--- src/rtl/timer_counter_pkg.sv ---
// Shared constants and types for the timer/counter front end: default timing,
// channel indices and the long-press FSM state type.
package timer_counter_pkg;

    localparam int DEB_CYCLES_DEF    = 20000;
    localparam int HOLD_CYCLES_DEF   = 5000000;
    localparam int REPEAT_CYCLES_DEF = 1000000;

    localparam int BTN_MODE  = 0;
    localparam int BTN_START = 1;
    localparam int BTN_STOP  = 2;

    typedef enum logic {
        IDLE   = 1'b0,
        REPEAT = 1'b1
    } hold_state_t;

    // Counter width able to hold 0..n-1, never narrower than one bit.
    function automatic int cnt_width(input int n);
        return (n < 2) ? 1 : $clog2(n);
    endfunction

endpackage

--- src/rtl/btn_debounce_ch.sv ---
// One button channel: synchroniser, debounce with glitch rejection, press/release
// strobes and, when BTN_CONDITIONER_HOLD_EN is defined, long-press auto-repeat.
//
//   state  | meaning
//   IDLE   | button released, or held for less than HOLD_CYCLES
//   REPEAT | long press recognised, hold pulses every REPEAT_CYCLES
module btn_debounce_ch
    import timer_counter_pkg::*;
#(
    parameter int DEB_CYCLES  = DEB_CYCLES_DEF,
    parameter int SYNC_STAGES = 2,
    parameter bit ACTIVE_LOW  = 1'b0
`ifdef BTN_CONDITIONER_HOLD_EN
    ,
    parameter int HOLD_CYCLES   = HOLD_CYCLES_DEF,
    parameter int REPEAT_CYCLES = REPEAT_CYCLES_DEF
`endif
) (
    input  logic clk,
    input  logic rst_n,
    input  logic btn_in,
    output logic level,
    output logic press,
    output logic release_pulse,
    output logic hold
);

    localparam int DEB_W = cnt_width(DEB_CYCLES);
    localparam logic [DEB_W-1:0] DEB_LAST = DEB_W'(DEB_CYCLES - 1);

    logic [SYNC_STAGES-1:0] sync_q;
    logic [DEB_W-1:0]       deb_cnt;
    logic                   stable;
    logic                   raw;
    logic                   accept;

    assign raw    = sync_q[SYNC_STAGES-1] ^ ACTIVE_LOW;
    assign accept = (raw != stable) && (deb_cnt == DEB_LAST);
    assign level  = stable;

    // Synchroniser resets to the idle pin level so reset release looks like "not pressed".
    always_ff @(posedge clk or negedge rst_n) begin
        if (!rst_n) begin
            sync_q        <= {SYNC_STAGES{ACTIVE_LOW}};
            deb_cnt       <= '0;
            stable        <= 1'b0;
            press         <= 1'b0;
            release_pulse <= 1'b0;
        end else begin
            sync_q        <= {sync_q[SYNC_STAGES-2:0], btn_in};
            press         <= 1'b0;
            release_pulse <= 1'b0;
            if (raw == stable) begin
                deb_cnt <= '0;
            end else if (accept) begin
                stable        <= raw;
                deb_cnt       <= '0;
                press         <= raw;
                release_pulse <= ~raw;
            end else begin
                deb_cnt <= deb_cnt + 1'b1;
            end
        end
    end

`ifdef BTN_CONDITIONER_HOLD_EN
    localparam int HOLD_MAX = (HOLD_CYCLES > REPEAT_CYCLES) ? HOLD_CYCLES : REPEAT_CYCLES;
    localparam int HOLD_W   = cnt_width(HOLD_MAX);
    localparam logic [HOLD_W-1:0] HOLD_LAST   = HOLD_W'(HOLD_CYCLES - 1);
    localparam logic [HOLD_W-1:0] REPEAT_LAST = HOLD_W'(REPEAT_CYCLES - 1);

    hold_state_t       hold_state;
    logic [HOLD_W-1:0] hold_cnt;
    logic              level_nxt;

    assign level_nxt = accept ? raw : stable;

    // Counting starts the cycle after the press edge, so the first hold lands
    // exactly HOLD_CYCLES after press; the release edge itself already clears.
    always_ff @(posedge clk or negedge rst_n) begin
        if (!rst_n) begin
            hold_state <= IDLE;
            hold_cnt   <= '0;
            hold       <= 1'b0;
        end else begin
            hold <= 1'b0;
            if (!level_nxt) begin
                hold_state <= IDLE;
                hold_cnt   <= '0;
            end else if (stable) begin
                if (hold_state == IDLE) begin
                    if (hold_cnt == HOLD_LAST) begin
                        hold       <= 1'b1;
                        hold_cnt   <= '0;
                        hold_state <= REPEAT;
                    end else begin
                        hold_cnt <= hold_cnt + 1'b1;
                    end
                end else begin
                    if (hold_cnt == REPEAT_LAST) begin
                        hold     <= 1'b1;
                        hold_cnt <= '0;
                    end else begin
                        hold_cnt <= hold_cnt + 1'b1;
                    end
                end
            end
        end
    end
`else
    assign hold = 1'b0;
`endif

endmodule

--- src/rtl/btn_conditioner.sv ---
// Debounced button/switch front end for the timer/counter core; N_BTN independent
// channels. Define BTN_CONDITIONER_HOLD_EN for long-press auto-repeat on hold.
// The release strobe is named release_pulse because "release" is a reserved word.
module btn_conditioner
    import timer_counter_pkg::*;
#(
    parameter int N_BTN         = 3,
    parameter int DEB_CYCLES    = DEB_CYCLES_DEF,
    parameter int SYNC_STAGES   = 2,
    parameter bit ACTIVE_LOW    = 1'b0,
    parameter int HOLD_CYCLES   = HOLD_CYCLES_DEF,
    parameter int REPEAT_CYCLES = REPEAT_CYCLES_DEF
) (
    input  logic             clk,
    input  logic             rst_n,
    input  logic [N_BTN-1:0] btn_in,
    output logic [N_BTN-1:0] level,
    output logic [N_BTN-1:0] press,
    output logic [N_BTN-1:0] release_pulse,
    output logic [N_BTN-1:0] hold
);

    if (DEB_CYCLES < 2) begin : g_bad_deb
        $error("btn_conditioner: DEB_CYCLES must be >= 2");
    end
    if (SYNC_STAGES < 2) begin : g_bad_sync
        $error("btn_conditioner: SYNC_STAGES must be >= 2");
    end
    if (HOLD_CYCLES < 1 || REPEAT_CYCLES < 1) begin : g_bad_hold
        $error("btn_conditioner: HOLD_CYCLES and REPEAT_CYCLES must be >= 1");
    end

    for (genvar i = 0; i < N_BTN; i++) begin : g_ch
        btn_debounce_ch #(
            .DEB_CYCLES   (DEB_CYCLES),
            .SYNC_STAGES  (SYNC_STAGES),
            .ACTIVE_LOW   (ACTIVE_LOW)
`ifdef BTN_CONDITIONER_HOLD_EN
            ,
            .HOLD_CYCLES  (HOLD_CYCLES),
            .REPEAT_CYCLES(REPEAT_CYCLES)
`endif
        ) u_ch (
            .clk          (clk),
            .rst_n        (rst_n),
            .btn_in       (btn_in[i]),
            .level        (level[i]),
            .press        (press[i]),
            .release_pulse(release_pulse[i]),
            .hold         (hold[i])
        );
    end

endmodule

--- config.mk ---
export PLATFORM = sky130hd
export DESIGN_NAME = btn_conditioner
export DESIGN_NICKNAME = d
export VERILOG_FILES = /design/src/rtl/timer_counter_pkg.sv /design/src/rtl/btn_debounce_ch.sv /design/src/rtl/btn_conditioner.sv
export SDC_FILE = /design/constraint.sdc
export NUM_CORES = 1
export LEC_CHECK = 0
export CORE_MARGIN = 5
export CORE_UTILIZATION = 61
export CTS_BUF_LIST = sky130_fd_sc_hd__clkbuf_4
export DETAILED_ROUTE_END_ITERATION = 16
export PLACE_DENSITY = 0.8
export SETUP_SLACK_MARGIN = 0.05
export SLEW_MARGIN = 15
export SYNTH_ARGS = -nofsm -noshare
export SYNTH_HDL_FRONTEND = slang
export SYNTH_HIERARCHICAL = 1
export SYNTH_SLANG_ARGS = --single-unit
export TNS_END_PERCENT = 50
--- constraint.sdc ---
create_clock -name clk -period 2.8 [get_ports clk]
set_input_delay 0.7 -clock clk [delete_from_list [all_inputs] [get_ports clk]]
set_output_delay 0.7 -clock clk [all_outputs]
set_load 0.02 [all_outputs]
==> flow_metrics.env, run 1 <==
export IMPL_status="finished clean"
export IMPL_vias_per_cell=5.42
export IMPL_ys_ff_latch=60
export IMPL_cts_root_buffer="clkbuf_4"
export IMPL_grt_setup_unrepaired="false"
export IMPL_setup_violations=0
export IMPL_slowest_delay_ps=650
export IMPL_synth_top_family_by_area="simple AND/OR/NAND/NOR gates"
export IMPL_cts_setup_buffers=0
export IMPL_drv_cap=0
export IMPL_dr_pass1_iters=5
export IMPL_cp_end_kind="output port"
export IMPL_worst_path_buf_inv=1
export IMPL_portBuffers=13
export IMPL_antenna_found_initial=0
export IMPL_ys_warn_count=6
export IMPL_syn_area_um2=2740
export IMPL_syn_avg_cell_area_um2=10.5
export IMPL_num_rows=24
export IMPL_crit_family="buffers and inverters"
export IMPL_path_cells="clkdlybuf4s50_1"
export IMPL_leakage_nw=1.22
export IMPL_seq_area_frac_synth=0.548
export IMPL_start_kind="flip-flop"
export IMPL_r2r_start="g_ch[0].u_ch/deb_cnt[7]$_DFF_PN0_"
export IMPL_post_route_min_period_ps=2190
export IMPL_netlist_instances=261
export IMPL_clock_skew_ps=9.94
export IMPL_crit_fanout=5
export IMPL_grt_use_total=0.172
export IMPL_rr_endpoint="g_ch[0].u_ch/deb_cnt[7]$_DFF_PN0_"
export IMPL_wl_per_cell_um=13.5
export IMPL_slew_headroom=0.604
export IMPL_die_area_um2=5930
export IMPL_synth_area_leader_cell="dfrtp_1"
export IMPL_grt_pass1_vias=1854
export IMPL_pin_count=17
export IMPL_crit_path_top_delay_cell="clkdlybuf4s50_1"
export IMPL_synth_cell_types=23
export IMPL_p_per_area_nw_per_um2=502
export IMPL_synth_compound_area_frac=0.0137
export IMPL_synth_net_count=269
export IMPL_fp_dieW_um=77.0
export IMPL_p_total_mw=1.51
export IMPL_period_share=0.783
export IMPL_clk_pin_slew_worst_paths_ps=90
export IMPL_post_cts_resized=0
export IMPL_wl_um=4530
export IMPL_synthSimpleGateAreaFrac=0.238
export IMPL_core_um2=4350
export IMPL_crit_type="flip-flop to output port"
export IMPL_nets=289
export IMPL_cp_required_ps=2100
export IMPL_synth_xor_area_share=0.125
export IMPL_synth_fa_ha_area_frac=0.0137
export IMPL_layout_commonest_cell="dfrtp_1"
export IMPL_synthTopCellsByArea="dfrtp_1 (55%), xnor2_1 (11%), nor2_1 (7.0%)"
export IMPL_mostFrequentLayoutCells="dfrtp_1 (60), nor2_1 (51), xnor2_1 (33), nand3_1 (15), inv_1 (15)"
export IMPL_drive_above_1_share=0.0845
export IMPL_hold_buffers=0
export IMPL_diodes=0
export IMPL_clk_path_buf_depth=2
export IMPL_finalHoldViolations=0
export IMPL_hold_class="input port to async pin"
export IMPL_die_h_um=77.0
export IMPL_muxShareOfSynthArea=0.0164
export IMPL_drt_iter0_drc=104
export IMPL_r2r_setup_slack_ps=740
export IMPL_final_setup_tns_ps=0
export IMPL_via_count=1820
export IMPL_ir_drop_v=0.000322
export IMPL_max_freq_mhz=456
export IMPL_cts_sinks=60
export IMPL_final_max_slew_viol_count=0
export IMPL_htreeDepth=3
export IMPL_cts_buffers=9
export IMPL_gp_congestion=0.835
export IMPL_worstMarginPinSlew_ps=594
export IMPL_synth_top_cell_area_share=0.548
export IMPL_place_hpwl_um=3120
export IMPL_grt_ovfl_total=0
export IMPL_synthToLayoutAreaGrowth_pct=9.73
export IMPL_cts_tree="built"
export IMPL_reg2regPathDepth=4
export IMPL_grt_pass1_wl_um=8200
export IMPL_cp_arrival_ps=1490
export IMPL_initial_utilization=0.629
export IMPL_drc=0
export IMPL_grt_max_degree=29
export IMPL_clk_latency_ps=390
export IMPL_antenna_left=0
Yosys cell counts (all sizes together):
cell,number
ha,3
dfrtp,60
buf,6
xnor2,33
conb,3
nand2b,3
nor2,51
o31ai,3
mux2,3
inv,15
nand3,15
nand2,9
nor3,9
xor2,6
nor4,9
or4b,3
or4,6
or3,6
a21oi,3
nor3b,6
nand4,9
through the flow:
| step | util | hold WS, ps | setup WS [ps] | std cells | area, µm² |
|---|---|---|---|---|---|
| 3_3_place_gp | 0.664 | 332 | 778 | 322 | 2890 |
| 3_5_place_dp | 0.664 | 336 | 767 | 322 | 2890 |
| 6_report | 0.691 | 308 | 607 | 336 | 3010 |
| 2_1_floorplan | - | 331 | 885 | 261 | 2740 |
| 4_1_cts | 0.691 | 312 | 604 | 336 | 3010 |
| 5_1_grt | 0.691 | 340 | 558 | 336 | 3010 |
registers in the layout (all words and copies together), names as in the netlist:
register	cells
g_ch.u_ch/sync_q	6
g_ch.u_ch/press	3
g_ch.u_ch/release_pulse	3
g_ch.u_ch/deb_cnt	45
g_ch.u_ch/level	3
logic make-up (layout without fill, tap and decap cells):
kind of cell    Yosys count  in the layout
mux                       3              3
fa+ha+maj                 3              3
simple gates            126            126
flops                    60             60
other cells               3              3
compound gates            6              6
buf+inv                  21             44
xor+xnor                 39             39
cell type report:
cell class                      instances  area, µm²
Inverter                               15       56.3
Timing Repair Buffer                   15        140
Tap cell                               52       65.1
Clock inverter                          4       42.5
Clock buffer                           10       75.1
Multi-Input combinational cell        180       1130
Fill cell                             314       1350
Sequential cell                        60       1500
power breakdown:
| part | switching, mW | leakage (nW) | total (mW) | internal (mW) |
|---|---|---|---|---|
| registers | 0.0155 | 0.817 | 0.896 | 0.881 |
| clock network | 0.286 | 0.0672 | 0.552 | 0.266 |
| logic | 0.0401 | 0.331 | 0.0598 | 0.0197 |
| total | 0.342 | 1.22 | 1.51 | 1.17 |
per-layer routing:
metal	global-route usage	vias to the layer above	wire, µm
met5	0	-	0
met3	0.0468	7	194
li1	-	915	-
met2	0.253	36	2050
met4	0.0928	0	75
met1	0.233	862	2220
worst max-delay path by stage:
stage | startpoint | endpoint | slack [ps] | cells past startpoint
4_1_cts | g_ch[1].u_ch/level$_DFFE_PN0P_ | level[1] | 600 | 1
3_5_place_dp | g_ch[2].u_ch/deb_cnt[7]$_DFF_PN0_ | g_ch[2].u_ch/deb_cnt[3]$_DFF_PN0_ | 770 | 4
5_1_grt | g_ch[0].u_ch/level$_DFFE_PN0P_ | level[0] | 560 | 1
2_1_floorplan | g_ch[0].u_ch/deb_cnt[7]$_DFF_PN0_ | g_ch[0].u_ch/level$_DFFE_PN0P_ | 890 | 3
6_report | g_ch[1].u_ch/level$_DFFE_PN0P_ | level[1] | 610 | 1
3_3_place_gp | g_ch[2].u_ch/deb_cnt[7]$_DFF_PN0_ | g_ch[2].u_ch/deb_cnt[9]$_DFF_PN0_ | 780 | 4
Power figures use the tool's default switching activity.
==> run 2: changes to the inputs <==
--- a/config.mk
+++ b/config.mk
@@ -6,10 +6,10 @@
 export NUM_CORES = 1
 export LEC_CHECK = 0
 export CORE_MARGIN = 5
-export CORE_UTILIZATION = 61
+export CORE_UTILIZATION = 55
 export CTS_BUF_LIST = sky130_fd_sc_hd__clkbuf_4
 export DETAILED_ROUTE_END_ITERATION = 16
-export PLACE_DENSITY = 0.8
+export PLACE_DENSITY = 0.76
 export SETUP_SLACK_MARGIN = 0.05
 export SLEW_MARGIN = 15
 export SYNTH_ARGS = -nofsm -noshare
==> constraint.sdc (replaced) <==
create_clock -name clk -period 1.9 [get_ports clk]
set_input_delay 0.475 -clock clk [delete_from_list [all_inputs] [get_ports clk]]
set_output_delay 0.475 -clock clk [all_outputs]
set_load 0.02 [all_outputs]
==> flow_metrics.env, run 2 (synthesis gave the netlist of run 1 again) <==
export IMPL_htreeDepth=3
export IMPL_max_freq_mhz=529
export IMPL_mostFrequentLayoutCells="dfrtp_1 (60), nor2_1 (38), xnor2_1 (33), buf_4 (22)"
export IMPL_grt_setup_unrepaired="true"
export IMPL_hold_class="input port to async pin"
export IMPL_drc=0
export IMPL_final_max_slew_viol_count=0
export IMPL_grt_pass1_vias=1982
export IMPL_clk_latency_ps=390
export IMPL_p_comb_frac=0.049
export IMPL_cts_root_buffer="clkbuf_4"
export IMPL_cp_required_ps=2180
export IMPL_start_kind="flip-flop"
export IMPL_grt_ovfl_total=0
export IMPL_status="finished clean"
export IMPL_crit_path_top_delay_cell="or4_4"
export IMPL_antenna_left=0
export IMPL_wl_per_cell_um=13.5
export IMPL_crit_fanout=5
export IMPL_clock_skew_ps=13.7
export IMPL_dr_pass1_iters=4
export IMPL_hold_slack_ps=70.3
export IMPL_fillerInstances=359
export IMPL_cts_tree="built"
export IMPL_gp_congestion=0.794
export IMPL_post_route_min_period_ps=1890
export IMPL_core_um2=4790
export IMPL_fp_dieW_um=80.6
export IMPL_placed_cell_area_um2=3070
export IMPL_seqPwrFrac=0.574
export IMPL_layout_commonest_cell="dfrtp_1"
export IMPL_via_count=1952
export IMPL_worst_path_buf_inv=0
export IMPL_cts_buffers=9
export IMPL_largest_reg_flops=45
export IMPL_drive_above_1_share=0.210
export IMPL_place_hpwl_um=3280
export IMPL_finalHoldViolations=0
export IMPL_ir_drop_v=0.000484
export IMPL_clk_pin_slew_worst_paths_ps=110
export IMPL_setup_violations=0
export IMPL_multi_input_area_um2=1210
export IMPL_grt_pass1_wl_um=8760
export IMPL_p_int_mw=1.73
export IMPL_nets=312
export IMPL_final_setup_tns_ps=0
export IMPL_cts_sinks=60
export IMPL_wl_um=5070
export IMPL_p_total_mw=2.30
export IMPL_num_rows=25
export IMPL_regArea_um2=1500
export IMPL_drt_iter0_drc=129
export IMPL_clk_path_buf_depth=2
export IMPL_dp_cells=357
export IMPL_hold_buffers=0
export IMPL_largestRegisters="g_ch.u_ch/deb_cnt x45, g_ch.u_ch/sync_q x6"
export IMPL_cp_end_kind="flip-flop"
export IMPL_portBuffers=13
export IMPL_p_sw_mw=0.566
export IMPL_period_share=0.994
export IMPL_grt_max_degree=61
export IMPL_grt_use_total=0.176
export IMPL_die_area_um2=6490
export IMPL_synthToLayoutAreaGrowth_pct=20.7
export IMPL_vias_per_cell=5.19
export IMPL_pwr_share_clk=0.377
export IMPL_path_cells="or4b_1 > or4_4 > mux2_4"
export IMPL_swShare=0.246
export IMPL_p_per_area_nw_per_um2=694
export IMPL_slowest_delay_ps=560
export IMPL_final_area_um2=3310
export IMPL_crit_type="flip-flop to flip-flop"
export IMPL_antenna_found_initial=0
export IMPL_instances_no_fill=376
export IMPL_initial_utilization=0.573
export IMPL_crit_family="simple AND/OR/NAND/NOR gates"
export IMPL_top_register="g_ch.u_ch/deb_cnt"
export IMPL_cp_arrival_ps=2170
export IMPL_pin_count=17
export IMPL_diodes=0
export IMPL_leakage_nw=1.45
export IMPL_drv_cap=0
export IMPL_die_h_um=80.6
-- run 2: final timing paths --
kind	from	cells past startpoint	end	slack [ps]
worst min register to register	g_ch[1].u_ch/sync_q[0]$_DFF_PN0_	0	g_ch[1].u_ch/sync_q[1]$_DFF_PN0_	360
worst max register to register	g_ch[1].u_ch/deb_cnt[12]$_DFF_PN0_	3	g_ch[1].u_ch/level$_DFFE_PN0P_	10
min in group clk	g_ch[1].u_ch/sync_q[0]$_DFF_PN0_	0	g_ch[1].u_ch/sync_q[1]$_DFF_PN0_	360
max in group asynchronous	rst_n	2	g_ch[1].u_ch/deb_cnt[0]$_DFF_PN0_	1560
worst max-delay path	g_ch[1].u_ch/deb_cnt[12]$_DFF_PN0_	3	g_ch[1].u_ch/level$_DFFE_PN0P_	10
worst min-delay path	rst_n	2	g_ch[2].u_ch/release_pulse$_DFF_PN0_	70
-- run 2: routing by layer --
layer | wire (µm) | GRT usage | vias up
li1 | - | - | 967
met1 | 2300 | 0.226 | 945
met2 | 2500 | 0.279 | 30
met3 | 170 | 0.0381 | 10
met4 | 94 | 0.0946 | 0
met5 | 0 | 0 | -
-- run 2: through the flow --
stage	setup slack [ps]	utilization
3_3_place_gp	21.9	0.642
5_1_grt	-28.3	0.691
3_5_place_dp	16.9	0.642
6_report	11.3	0.691
4_1_cts	10.3	0.672
2_1_floorplan	62.5	-
-- run 2: area by class of cell --
| cell class | count | share of cell area |
|---|---|---|
| Sequential cell | 60 | 0.454 |
| Timing Repair Buffer | 36 | 0.0964 |
| Clock buffer | 9 | 0.0204 |
| Inverter | 15 | 0.0170 |
| Multi-Input combinational cell | 182 | 0.366 |
| Tap cell | 67 | 0.0253 |
| Clock inverter | 7 | 0.0204 |
-- run 2: power groups by stage --
stage	clock network, mW	registers [mW]	logic [mW]
global route	0.944	1.32	0.129
global placement	0	1.34	0.101
detailed placement	0	1.34	0.102
finish	0.865	1.32	0.112
CTS	0.898	1.32	0.106
floorplan	0	1.34	0.0584
-- run 2: repair_timing --
item	CTS	global route
gates resized for setup	6	23
pin swaps	0	13
cloned	0	2
setup endpoints to repair	46	40
hold endpoints to repair	0	0
setup buffers	0	1
==> run 3: changes to the inputs <==
--- a/config.mk
+++ b/config.mk
@@ -5,6 +5,7 @@
 export SDC_FILE = /design/constraint.sdc
 export NUM_CORES = 1
 export LEC_CHECK = 0
+export CAP_MARGIN = 5
 export CORE_MARGIN = 5
 export CORE_UTILIZATION = 55
 export CTS_BUF_LIST = sky130_fd_sc_hd__clkbuf_4
==> results of run 3 <==
Same layout as run 2: the final DEF is identical, and so are final timing and power.
